==> config.mk <==
export PLATFORM = sky130hd
export DESIGN_NAME = aes_round_sequencer
export DESIGN_NICKNAME = d
export VERILOG_FILES = /design/src/rtl/aes_round_sequencer.sv
export SDC_FILE = /design/constraint.sdc
export NUM_CORES = 1
export LEC_CHECK = 0
export BUFFER_PORTS_ARGS = -buffer_cell sky130_fd_sc_hd__buf_2
export CAP_MARGIN = 10
export CORE_AREA = 2 2 307 309
export CTS_CLUSTER_SIZE = 24
export DETAILED_ROUTE_END_ITERATION = 10
export DIE_AREA = 0 0 309 311
export GPL_TIMING_DRIVEN = 0
export PLACE_DENSITY = 0.32
export SLEW_MARGIN = 20
export SYNTH_ARGS = -nofsm -noshare
export SYNTH_HDL_FRONTEND = slang
export SYNTH_SLANG_ARGS = --single-unit
==> constraint.sdc <==
create_clock -name clk -period 2.45 [get_ports clk]
set_clock_uncertainty 0.2 [all_clocks]
set_input_delay 0.245 -clock clk [delete_from_list [all_inputs] [get_ports clk]]
set_output_delay 0.245 -clock clk [all_outputs]
set_load 0.02 [all_outputs]
==> src/rtl/aes_round_sequencer.sv <==
// rtl/aes_round_sequencer.sv - sequences one AES encryption through key expansion and the round datapath
module aes_round_sequencer #(
    parameter int K = 128
) (
    input  logic           clk,
    input  logic           reset,
    input  logic           abort,
    input  logic           in_valid,
    output logic           in_ready,
    input  logic [K-1:0]   in_key,
    input  logic [127:0]   in_block,
    output logic           exp_reset,
    output logic           exp_hold,
    output logic [K-1:0]   exp_key,
    output logic [127:0]   dp_block,
    output logic           dp_en,
    output logic           dp_first,
    output logic           dp_last,
    output logic [3:0]     round,
    input  logic [127:0]   dp_result,
    output logic           out_valid,
    input  logic           out_ready,
    output logic [127:0]   out_block,
    output logic           busy
);

    localparam int NR = (K == 128) ? 10 : (K == 192) ? 12 : 14;
    localparam logic [3:0] NR_L = 4'(NR);

    generate
        if (!(K == 128 || K == 192 || K == 256)) begin : g_bad_k
            $error("aes_round_sequencer: K must be 128, 192 or 256");
        end
    endgenerate

    typedef enum logic [1:0] {IDLE, LOAD, ROUND, DONE} state_t;

    state_t         state_q, state_d;
    logic [3:0]     round_q, round_d;
    logic [K-1:0]   key_q, key_d;
    logic [127:0]   blk_q, blk_d;
    logic [127:0]   out_block_q, out_block_d;
    logic           accept;

    always_ff @(posedge clk) begin
        if (reset) begin
            state_q     <= IDLE;
            round_q     <= 4'd0;
            key_q       <= '0;
            blk_q       <= '0;
            out_block_q <= '0;
        end else begin
            state_q     <= state_d;
            round_q     <= round_d;
            key_q       <= key_d;
            blk_q       <= blk_d;
            out_block_q <= out_block_d;
        end
    end

    // A new pair may be taken in IDLE, or in DONE in the same cycle the result is consumed.
    always_comb begin
        in_ready    = !abort && ((state_q == IDLE) || ((state_q == DONE) && out_ready));
        accept      = in_valid && in_ready;
        state_d     = state_q;
        round_d     = round_q;
        key_d       = key_q;
        blk_d       = blk_q;
        out_block_d = out_block_q;

        if (accept) begin
            key_d = in_key;
            blk_d = in_block;
        end

        case (state_q)
            IDLE: begin
                if (accept) state_d = LOAD;
            end
            LOAD: begin
                round_d = 4'd0;
                state_d = ROUND;
            end
            ROUND: begin
                if (round_q == NR_L) begin
                    out_block_d = dp_result;
                    round_d     = 4'd0;
                    state_d     = DONE;
                end else begin
                    round_d = round_q + 4'd1;
                end
            end
            DONE: begin
                if (out_ready) state_d = accept ? LOAD : IDLE;
            end
            default: state_d = IDLE;
        endcase

        // Flush wins over everything except reset; an aborted final round yields no result.
        if (abort) begin
            state_d     = IDLE;
            round_d     = 4'd0;
            out_block_d = out_block_q;
        end
    end

    assign exp_reset = (state_q == LOAD);
    assign exp_hold  = (state_q == DONE);
    assign dp_en     = (state_q == ROUND);
    assign dp_first  = (state_q == ROUND) && (round_q == 4'd0);
    assign dp_last   = (state_q == ROUND) && (round_q == NR_L);
    assign out_valid = (state_q == DONE);
    assign busy      = (state_q != IDLE);
    assign round     = round_q;
    assign exp_key   = key_q;
    assign dp_block  = blk_q;
    assign out_block = out_block_q;

endmodule

==> summary.md <==
| Metric | Value |
|---|---|
| Routed WL | `71500 um` |
| Sink Count | `390` |
| Net Sw Power | `4.30 mW` |
| DRT antenna net count | `0` |
| Number of global-route vias before repair | `16500` |
| Cell depth of the worst setup path | `5` |
| DR vias | `16100` |
| Setup CP Type | `reg -> out` |
| Layout cells sized above 1 | `32.1%` |
| Crit-path cells | `inv_1 -> ha_1 -> a21oi_4 -> nor2_1 -> buf_2` |
| Crit path capture | `in_ready` |
| Final Net Count | `3347` |
| Mapped Area | `13600 um^2` |
| Area of the die | `96100 um^2` |
| Setup violators final | `0` |
| GRT busiest layer | `met2` |
| Total grt overflow | `0` |
| Net Sw Frac | `26.8%` |
| Actual slew at the worst max-slew pin | `0.782 ns` |
| GPL Wtd Cong | `0.833` |
| Fin crit period | `2.28 ns` |
| Total I/O pin count | `785` |
| Initial DRC count | `704` |
| Critical Path Slowest Stage Cell | `dfxtp_1` |
| Core ar. | `92800 um^2` |
| Port Buffer Count | `783` |
| R2R cell count | `8` |
| Critical Path End Type | `primary output` |
| Max VDD drop | `0.434 mV` |
| Critical R2R Launch | `state_q[0]` |
| Tcrit/Tclk final | `93.3%` |
| Hold_sp | `reset` |
| Clock Tree Root | `clkbuf_16` |
| Initial antenna violation count | `7` |
| Placed Area | `19100 um^2` |
| Met2 GRT Util | `25.6%` |
| Seq pwr share | `41.4%` |
| Power per Cell Area | `650 nW/um^2` |
| Syn Nets | `2123` |
| Post-detail-place hpwl | `56600 um` |
| Mean post-synth cell area | `7.87 um^2` |
| Clk_lat worst skew | `0.60 ns` |
| Total negative setup slack | `0 ns` |
| Unique masters post-synth | `27` |
| Leakage | `11.0 nW` |
| GR Util met1 | `15.7%` |
| Largest net degree at the start of global routing | `14` |
| Reg2Reg Capture Point | `out_block[104]` |
| # rows | `112` |
| Syn. warnings | `0` |
| Starting Density | `14.6%` |
| Fill count | `10400` |
| Clock network fraction of total power | `45.6%` |
| Max Root-Sink Buffers | `3` |
| Critical path's top delay family | `flip-flops` |
| GRT Resource Usage Total | `14.2%` |
| CTS H-tree depth | `2` |
| CP arrival | `1.84 ns` |
| Startpoint class of the critical path | `flip-flop` |
| Routed len/inst | `16.8 um` |
| Flop2flop setup slack | `0.17 ns` |
| Design Area, Final | `24700 um^2` |
| DRC | `0` |
| Met3 global-route usage | `3.53%` |
| Slowest cell delay on critical path | `0.39 ns` |
| Die Y | `311 um` |
| Highest achievable clock rate | `438 MHz` |
| Gate power share | `13.0%` |
| Hold violation count in the final report | `0` |
| #FFs+latches synth | `390` |
| Worst rel slew slack | `47.9%` |
| Crit path from | `state_q[0]` |
| Num CTS Buffers | `51` |
| WP data required | `2.01 ns` |
| Slew Limit Fails | `0` |
| Worst path bufs/invs | `2` |
| 1st-pass router iterations | `5` |
| CTS clk-pin slew, worst paths | `0.06 ns` |
| Die W | `309 um` |
| CTS tree | `done` |
| Commonest non-fill, non-tap cell in the layout | `buf_2` |
| Most frequent cells in the layout | `buf_2 (845), nand2_1 (769), dfxtp_1 (390)` |
| Crit-path max FO | `4` |
| First-pass GRT wire length | `103000 um` |
| Cell internal pwr | `11.8 mW` |
| MaxCap Viol Count | `0` |
| Status | `finished, final reports clean` |
| Via density | `3.79` |
| Hold Path Class | `in -> reg` |
| Area delta synth->final | `81.8%` |
| Seq/Total Area, Yosys | `57.5%` |
| Gate Count Post-Synth | `1726` |
## kinds of logic after synthesis
group | count (synthesis) | share of synthesized area, %
buffers and inverters | 138 | 4.68
multiplexers | 1 | 0.0737
adder cells (fa/ha/maj) | 8 | 0.737
flip-flops | 390 | 57.5
AND/OR/NAND/NOR | 794 | 22.4
AO/OA/AOI/OAI | 395 | 14.7
## synthesized netlist by cell type
library cell / n / area (um^2)
nand2b_1: 2 / 12.5
nand3b_4: 1 / 20.0
a21bo_2: 1 / 10.0
or3_1: 1 / 6.26
a31oi_1: 1 / 6.26
a21oi_1: 389 / 1950
a32o_1: 1 / 10.0
nor2_1: 7 / 26.3
inv_1: 7 / 26.3
mux2i_1: 1 / 10.0
and2_1: 1 / 6.26
nand2_1: 769 / 2890
or2b_1: 1 / 7.51
nor3_1: 2 / 10.0
nand4b_1: 1 / 8.76
ha_1: 8 / 100
dfxtp_1: 390 / 7810
o21ai_1: 1 / 5.00
a222oi_1: 1 / 10.0
nand2b_4: 1 / 13.8
clkbuf_1: 47 / 176
buf_2: 79 / 395
buf_4: 5 / 37.5
or2_2: 2 / 12.5
nand3_1: 5 / 25.0
o21ai_0: 1 / 5.00
nand3b_1: 1 / 7.51
## layer usage
| metal | up-vias | wire length, um |
|---|---|---|
| met5 | - | 36 |
| met4 | 6 | 2910 |
| met3 | 137 | 4510 |
| met2 | 473 | 36000 |
| met1 | 7482 | 28000 |
| li1 | 8008 | - |
## worst min-delay path, cell delays in order
cell,delay [ns]
clkbuf_1,0.29
nor2_1,0.20
a32o_1,0.16
## timing repair
item | CTS | global route
pin swaps | 1 | 2
endpoints found under the setup margin | 376 | 130
hold buffers | 387 | 0
setup buffers | 0 | 2
endpoints found under the hold margin | 386 | 0
resized for setup | 19 | 8
## area by class of cell
| cell class | instances | area [um^2] | area share [%] |
|---|---|---|---|
| Clock buffer | 75 | 1500 | 6.06 |
| Buffer | 130 | 654 | 2.65 |
| Inverter | 7 | 26.3 | 0.106 |
| Multi-Input combinational cell | 1198 | 5170 | 20.9 |
| Clock inverter | 20 | 134 | 0.542 |
| Sequential cell | 390 | 7810 | 31.6 |
| Timing Repair Buffer | 1172 | 7840 | 31.7 |
| Tap cell | 1254 | 1570 | 6.35 |
| Antenna cell | 2 | 5.00 | 0.0203 |
## worst min path at each step
stage	slack [ns]	depth (start not counted)	to
final	0.14	3	state_q[0]
after global routing	0.20	4	exp_key[56]
after CTS	0.16	4	dp_block[125]
after detailed placement	0.24	2	dp_block[126]
after global placement	0.24	2	dp_block[23]
after floorplan	0.18	2	exp_key[58]
## metrics by stage
| stage | total power, mW | utilization (%) | instances | hold slack [ns] | worst slack, ns |
|---|---|---|---|---|---|
| after CTS | 16.4 | 26.6 | 4244 | 0.164 | 0.0209 |
| after global placement | 8.36 | 20.6 | 3763 | 0.240 | -0.795 |
| after global routing | 16.9 | 26.6 | 4248 | 0.201 | -0.00259 |
| after detailed placement | 8.37 | 20.6 | 3763 | 0.243 | -0.833 |
| after floorplan | 7.53 | - | 1726 | 0.181 | 0.427 |
| final | 16.1 | 26.6 | 4248 | 0.143 | 0.165 |
## state kept, by name, summed over array words and instances (netlist names)
| name | flops |
|---|---|
| out_block | 128 |
| exp_key | 128 |
| state_q | 2 |
| round | 4 |
| dp_block | 128 |
## power groups by stage
stage / clock (mW) / combinational, mW / sequential [mW]
floorplan: 0 / 0.491 / 7.04
global placement: 0 / 1.57 / 6.79
detailed placement: 0 / 1.57 / 6.80
CTS: 7.66 / 2.12 / 6.66
global route: 7.89 / 2.28 / 6.68
finish: 7.32 / 2.09 / 6.66
Power figures use the tool's default switching activity.
